## config.mk

```make
export PLATFORM = sky130hd
export DESIGN_NAME = cache_ctrl_flat
export DESIGN_NICKNAME = d
export VERILOG_FILES = /design/src/rtl/cache_ctrl_if.sv /design/src/rtl/cache_ctrl.sv /design/src/flat_wrapper.sv
export SDC_FILE = /design/constraint.sdc
export NUM_CORES = 2
export LEC_CHECK = 0
export ABC_CLOCK_PERIOD_IN_PS = 10560
export BUFFER_PORTS_ARGS = -buffer_cell sky130_fd_sc_hd__buf_2
export CORE_ASPECT_RATIO = 2
export CORE_MARGIN = 1.5
export CORE_UTILIZATION = 45
export CTS_BUF_LIST = sky130_fd_sc_hd__clkbuf_4
export DETAILED_ROUTE_END_ITERATION = 16
export GPL_ROUTABILITY_DRIVEN = 0
export REMOVE_ABC_BUFFERS = 1
export SYNTH_ARGS = -nofsm -noshare
export SYNTH_HDL_FRONTEND = slang
export SYNTH_SLANG_ARGS = --single-unit
```

## constraint.sdc

```tcl
create_clock -name clk -period 10.56 [get_ports clk]
set_input_delay 1.056 -clock clk [delete_from_list [all_inputs] [get_ports clk]]
set_output_delay 1.056 -clock clk [all_outputs]
set_load 0.03 [all_outputs]
```

## src/rtl/cache_ctrl_if.sv

```systemverilog
// Bus bundle for cache_ctrl: CPU read port, flush control, refill port and hit/miss counters.
// slave is the cache side; master is the CPU/memory environment side.
interface cache_ctrl_if;
  logic        cpu_req;
  logic [31:0] cpu_addr;
  logic        cpu_ready;
  logic [31:0] cpu_rdata;
  logic        flush;
  logic        busy;
  logic        mem_req;
  logic [31:0] mem_addr;
  logic        mem_gnt;
  logic        mem_rvalid;
  logic [31:0] mem_rdata;
  logic [15:0] hit_cnt;
  logic [15:0] miss_cnt;

  modport slave (
    input  cpu_req, cpu_addr, flush, mem_gnt, mem_rvalid, mem_rdata,
    output cpu_ready, cpu_rdata, busy, mem_req, mem_addr, hit_cnt, miss_cnt
  );

  modport master (
    output cpu_req, cpu_addr, flush, mem_gnt, mem_rvalid, mem_rdata,
    input  cpu_ready, cpu_rdata, busy, mem_req, mem_addr, hit_cnt, miss_cnt
  );
endinterface

```

## src/rtl/cache_ctrl.sv

```systemverilog
// Read-only 2-way set-associative cache controller: 4 sets, 16-byte lines, one LRU bit per set,
// 4-beat line refill, saturating hit/miss counters.
module cache_ctrl (
  input  logic         clk,
  input  logic         rst,
  cache_ctrl_if.slave  bus
);

  typedef enum logic [2:0] {StIdle, StLookup, StMissReq, StRefill, StResp} state_e;

  state_e state_q, state_d;

  logic [31:0] addr_q, addr_d;
  logic [1:0]  beat_q, beat_d;
  logic        cpu_ready_q, cpu_ready_d;
  logic [31:0] cpu_rdata_q, cpu_rdata_d;
  logic        mem_req_q, mem_req_d;
  logic [31:0] mem_addr_q, mem_addr_d;
  logic [15:0] hit_cnt_q, hit_cnt_d;
  logic [15:0] miss_cnt_q, miss_cnt_d;

  // valid_q[set][way]; lru_q[set] names the way to evict next
  logic [3:0][1:0] valid_q, valid_d;
  logic [3:0]      lru_q, lru_d;

  logic [25:0] tag_q  [2][4];
  logic [31:0] data_q [2][4][4];
  logic [31:0] line_q [4];

  logic [25:0] tag;
  logic [1:0]  idx;
  logic [1:0]  word;
  logic        hit0, hit1, hit_any, hit_way;
  logic [31:0] hit_word;
  logic        victim;
  logic        beat_we, fill_we;
  logic        unused_byte_off;

  assign tag  = addr_q[31:6];
  assign idx  = addr_q[5:4];
  assign word = addr_q[3:2];
  assign unused_byte_off = ^addr_q[1:0];

  assign hit0     = valid_q[idx][0] && (tag_q[0][idx] == tag);
  assign hit1     = valid_q[idx][1] && (tag_q[1][idx] == tag);
  assign hit_any  = hit0 || hit1;
  assign hit_way  = hit0 ? 1'b0 : 1'b1;
  assign hit_word = data_q[hit_way][idx][word];

  // Fill invalid ways first, only then fall back to LRU
  always_comb begin
    if (!valid_q[idx][0]) begin
      victim = 1'b0;
    end else if (!valid_q[idx][1]) begin
      victim = 1'b1;
    end else begin
      victim = lru_q[idx];
    end
  end

  always_comb begin
    state_d     = state_q;
    addr_d      = addr_q;
    beat_d      = beat_q;
    valid_d     = valid_q;
    lru_d       = lru_q;
    cpu_ready_d = 1'b0;
    cpu_rdata_d = cpu_rdata_q;
    mem_req_d   = mem_req_q;
    mem_addr_d  = mem_addr_q;
    hit_cnt_d   = hit_cnt_q;
    miss_cnt_d  = miss_cnt_q;
    beat_we     = 1'b0;
    fill_we     = 1'b0;

    unique case (state_q)
      StIdle: begin
        if (bus.flush) begin
          valid_d = '0;
          lru_d   = '0;
        end else if (bus.cpu_req) begin
          addr_d  = bus.cpu_addr;
          state_d = StLookup;
        end
      end

      StLookup: begin
        if (hit_any) begin
          cpu_rdata_d = hit_word;
          cpu_ready_d = 1'b1;
          lru_d[idx]  = ~hit_way;
          if (hit_cnt_q != 16'hFFFF) begin
            hit_cnt_d = hit_cnt_q + 16'd1;
          end
          state_d = StIdle;
        end else begin
          if (miss_cnt_q != 16'hFFFF) begin
            miss_cnt_d = miss_cnt_q + 16'd1;
          end
          mem_req_d  = 1'b1;
          mem_addr_d = {tag, idx, 4'b0000};
          beat_d     = 2'd0;
          state_d    = StMissReq;
        end
      end

      StMissReq: begin
        if (bus.mem_gnt) begin
          mem_req_d = 1'b0;
          state_d   = StRefill;
        end
      end

      StRefill: begin
        if (bus.mem_rvalid) begin
          beat_we = 1'b1;
          beat_d  = beat_q + 2'd1;
          if (beat_q == 2'd3) begin
            fill_we                = 1'b1;
            valid_d[idx][victim]   = 1'b1;
            lru_d[idx]             = ~victim;
            state_d                = StResp;
          end
        end
      end

      StResp: begin
        cpu_rdata_d = line_q[word];
        cpu_ready_d = 1'b1;
        state_d     = StIdle;
      end

      default: state_d = StIdle;
    endcase
  end

  always_ff @(posedge clk or posedge rst) begin
    if (rst) begin
      state_q <= StIdle;
    end else begin
      state_q <= state_d;
    end
  end

  always_ff @(posedge clk or posedge rst) begin
    if (rst) begin
      addr_q      <= '0;
      beat_q      <= '0;
      valid_q     <= '0;
      lru_q       <= '0;
      cpu_ready_q <= 1'b0;
      cpu_rdata_q <= '0;
      mem_req_q   <= 1'b0;
      mem_addr_q  <= '0;
      hit_cnt_q   <= '0;
      miss_cnt_q  <= '0;
    end else begin
      addr_q      <= addr_d;
      beat_q      <= beat_d;
      valid_q     <= valid_d;
      lru_q       <= lru_d;
      cpu_ready_q <= cpu_ready_d;
      cpu_rdata_q <= cpu_rdata_d;
      mem_req_q   <= mem_req_d;
      mem_addr_q  <= mem_addr_d;
      hit_cnt_q   <= hit_cnt_d;
      miss_cnt_q  <= miss_cnt_d;
    end
  end

  // Storage arrays carry no reset; valid bits alone decide what is live
  always_ff @(posedge clk) begin
    if (beat_we) begin
      line_q[beat_q] <= bus.mem_rdata;
    end
    if (fill_we) begin
      tag_q[victim][idx]     <= tag;
      data_q[victim][idx][0] <= line_q[0];
      data_q[victim][idx][1] <= line_q[1];
      data_q[victim][idx][2] <= line_q[2];
      data_q[victim][idx][3] <= bus.mem_rdata;
    end
  end

  assign bus.cpu_ready = cpu_ready_q;
  assign bus.cpu_rdata = cpu_rdata_q;
  assign bus.busy      = (state_q != StIdle);
  assign bus.mem_req   = mem_req_q;
  assign bus.mem_addr  = mem_addr_q;
  assign bus.hit_cnt   = hit_cnt_q;
  assign bus.miss_cnt  = miss_cnt_q;

endmodule

```

## src/flat_wrapper.sv

```systemverilog
// flat-port wrapper written by rule: the top's interface ports become plain ports
module cache_ctrl_flat 
  (clk, rst, bus_cpu_req, bus_cpu_addr, bus_flush, bus_mem_gnt, bus_mem_rvalid, bus_mem_rdata, bus_cpu_ready, bus_cpu_rdata, bus_busy, bus_mem_req, bus_mem_addr, bus_hit_cnt, bus_miss_cnt);
  cache_ctrl_if bus_i ();
  input  logic clk;
  input  logic rst;
  input wire logic [$bits(bus_i.cpu_req)-1:0] bus_cpu_req;
  input wire logic [$bits(bus_i.cpu_addr)-1:0] bus_cpu_addr;
  input wire logic [$bits(bus_i.flush)-1:0] bus_flush;
  input wire logic [$bits(bus_i.mem_gnt)-1:0] bus_mem_gnt;
  input wire logic [$bits(bus_i.mem_rvalid)-1:0] bus_mem_rvalid;
  input wire logic [$bits(bus_i.mem_rdata)-1:0] bus_mem_rdata;
  output wire logic [$bits(bus_i.cpu_ready)-1:0] bus_cpu_ready;
  output wire logic [$bits(bus_i.cpu_rdata)-1:0] bus_cpu_rdata;
  output wire logic [$bits(bus_i.busy)-1:0] bus_busy;
  output wire logic [$bits(bus_i.mem_req)-1:0] bus_mem_req;
  output wire logic [$bits(bus_i.mem_addr)-1:0] bus_mem_addr;
  output wire logic [$bits(bus_i.hit_cnt)-1:0] bus_hit_cnt;
  output wire logic [$bits(bus_i.miss_cnt)-1:0] bus_miss_cnt;
  assign bus_i.cpu_req = bus_cpu_req;
  assign bus_i.cpu_addr = bus_cpu_addr;
  assign bus_i.flush = bus_flush;
  assign bus_i.mem_gnt = bus_mem_gnt;
  assign bus_i.mem_rvalid = bus_mem_rvalid;
  assign bus_i.mem_rdata = bus_mem_rdata;
  assign bus_cpu_ready = bus_i.cpu_ready;
  assign bus_cpu_rdata = bus_i.cpu_rdata;
  assign bus_busy = bus_i.busy;
  assign bus_mem_req = bus_i.mem_req;
  assign bus_mem_addr = bus_i.mem_addr;
  assign bus_hit_cnt = bus_i.hit_cnt;
  assign bus_miss_cnt = bus_i.miss_cnt;
  cache_ctrl u_core (.clk(clk), .rst(rst), .bus(bus_i));
endmodule
```

==> impl_results.md <==
- Fin cells: 6016
- Setup bufs post-CTS: 0
- Routed via count: 34.2k
- Die extent in y: 524 um
- Min Tclk post-route: 5.95 ns
- Reg2reg path depth: 10
- Placed insts: 5401
- CTS Root Buffer Type: clkbuf_4
- Hold crit path type: input port to async pin
- Synthesized instance count: 3632
- Clock Skews: 0.110 ns
- EDFF count, synth: 1360
- Leakage: 24.2 nW
- Clock Latency Late Sink: 1.15 ns
- Final Hold Vio Count: 0
- RR Startpoint: u_core.addr_q[5]
- Die extent in x: around 260 um
- DRC: 0
- CTS H-tree depth: 5
- Post-CTS Resized: 0
- Routed len/inst: 26.2 um
- Largest net degree at the start of global routing: 126
- Drt first pass iters: 5
- Routed WL: 158000 um
- Drt initial violations: around 3k
- CTS tree: yes
- Cts bufs inserted: 335
- Data required, critical path: ~12 ns
- Post-synth top cells: edfxtp_1, nand2_1, mux4_2, dfrtp_1, clkbuf_1
- Crit end category: register
- Seq/Total Area, Yosys: 0.725
- GRT overflow: 0
- #FFs+latches synth: approximately 1.5k
- Synth top area share: 0.667
- First-pass GRT wire length: 232000 um
- Vias in the first global route: 36.9k
- Final Setup Violations: 0
- Setup CP Type: register to register
- Finished Core Util: 0.506
- Top FF cell, synth: edfxtp_1
- Max VDD drop: around 0.16 mV
- CP startpoint: u_core.addr_q[5]
- Worst r2r dst: u_core.bus.cpu_rdata[25]
- Max Slew Vio Count: 0
- Mean post-synth cell area: 16.8 sq um
- Post-route ant nets: 0
- Initial antenna violation count: 16
- Worst-case clock buffer depth: 4
- Clock transition at the registers of the reported paths: 0.07 ns
- Max Clk Rate: 0.168 GHz
- Dominant cell type by area after synthesis: edfxtp_1
- Status: finished clean
- Die area: 0.138 sq mm
- DP Wirelength: between 80000 and 90000 um
- Netlist cell types: 54
- CORE AREA: 0.135 sq mm
- RSZ-0062 raised after global routing: no
- Yosys Warn Count: 0
- Crit path DAT: between 6 and 7 ns
- Setup_tns: 0 ns
- Input/output buffers: 162
- CP startpoint kind: register
- Top-count cell post-synth: edfxtp_1
- Worst-margin pin slew: 1.12 ns
- I/O pin cnt: 169
- Vias per cell: 5.69
- Total track usage: 0.230
- Layout net count: 4077
- R2R Setup Slk: between 4 and 5 ns
- Power Density: about 220 mW/mm^2
- Area contributors post-synth: edfxtp_1, mux4_2, nand2_1, dfrtp_1, mux2i_1
- Fraction of layout cells with a size suffix above 1: 0.275
- Sink Count: 1501
- FFs w/ async S/R, synth: 0.0939
- Cts hold-fix bufs: 0
- Initial Util: 0.452
- Crit path max fanout: 63
- Synthesis-to-finish area growth: 11.9%
- Number of max-cap violations: 0
- Relative slew slack: 0.246
- Synthesized area: 0.0612 sq mm
- Fin crit share: 0.563
- # rows: 191
==> cell type report <==
| type | count | area, sq um |
|---|---|---|
| fillers | 11315 | 66800 |
| diodes | 8 | 20.0 |
| clock inverters | 101 | 541 |
| flip-flops and latches | 1501 | 44400 |
| clock buffers | 506 | 3800 |
| well taps | 1737 | 2170 |
| inverters | 15 | 65.1 |
| multi-input cells | 1927 | 16100 |
| repair buffers | 221 | 1340 |
==> metrics by stage <==
step / cell area, sq um / hold WS, ns / worst slack [ns] / total power, mW
4_1_cts: 68400 / 0.0216 / 4.47 / 15.5
5_1_grt: 68400 / 0.0758 / 4.26 / 16.0
3_3_place_gp: 64100 / 0.454 / 4.38 / 10.9
3_5_place_dp: 64100 / 0.458 / 4.30 / 10.9
6_report: 68400 / 0.110 / 4.61 / 15.3
2_1_floorplan: 60400 / 0.461 / -13.64 / 10.9
==> cell families (layout without fill, tap and decap cells) <==
logic type | count (synthesis) | after routing | synth area share
flip-flops | 1501 | 1501 | 0.725
AND/OR/NAND/NOR | 1220 | 1220 | 0.0794
multiplexers | 460 | 460 | 0.149
buffers and inverters | 207 | 843 | 0.0143
AO/OA/AOI/OAI | 152 | 152 | 0.0189
XOR/XNOR | 85 | 85 | 0.0122
adder cells (fa/ha/maj) | 6 | 6 | 0.00123
other | 1 | 12 | 0.0000613
==> worst max-delay path, cell delays in order (launching register included) <==
cell,delay (ns)
dfrtp_4,0.84
buf_4,0.88
mux2_2,0.44
a32oi_1,0.15
o211ai_1,0.25
or4_1,0.66
or4_4,0.78
a211oi_4,0.61
nand2b_4,0.63
a211o_1,0.46
nand3_1,0.08
==> state kept, by name (all words and copies together) (netlist names) <==
register,count
u_core.state_q,3
u_core.bus.mem_req,1
u_core.line_q,128
u_core.bus.cpu_ready,1
u_core.valid_q,8
u_core.bus.cpu_rdata,32
u_core.data_q,1024
u_core.bus.hit_cnt,16
u_core.bus.mem_addr,28
u_core.beat_q,2
u_core.lru_q,4
u_core.tag_q,208
u_core.bus.miss_cnt,16
u_core.addr_q,30
==> worst max path at each step <==
stage                                           to  slack (ns)  cells after the start
after floorplan                u_core.data_q[1][0]      -13.64                      2
after global placement        u_core.data_q[1][67]        4.38                      9
after detailed placement      u_core.data_q[1][67]        4.30                      9
after CTS                 u_core.bus.cpu_rdata[25]        4.47                     11
after global routing       u_core.bus.cpu_rdata[5]        4.26                     12
final                     u_core.bus.cpu_rdata[25]        4.61                     10
==> power breakdown <==
part | internal, mW | switching [mW]
sequential | 6.97 | 0.514
combinational | 1.51 | 1.74
clock | 2.32 | 2.24
total | 10.8 | 4.49
==> routing by layer <==
metal / vias to the layer above / part of all wire / track usage / routed length [um]
met1: 17684 / 0.36 / 0.266 / 56800
met2: 1380 / 0.54 / 0.417 / 84400
met4: 14 / 0.034 / 0.0919 / 5290
met5: - / 0.00057 / 0 / 90
li1: 14837 / - / - / -
met3: 328 / 0.070 / 0.0448 / 11000
==> cells in the final DEF, fill, tap and decap left out, drive strengths merged, types with 43 or more instances in the layout <==
master  Yosys  final
buf        72    221
clkinv      1     88
xnor2      53     53
nor2       43     43
nand2    1042   1042
mux4      356    356
clkbuf    120    506
dfrtp     141    141
mux2i      69     69
nand3      48     48
edfxtp   1360   1360
Power figures use the tool's default switching activity.
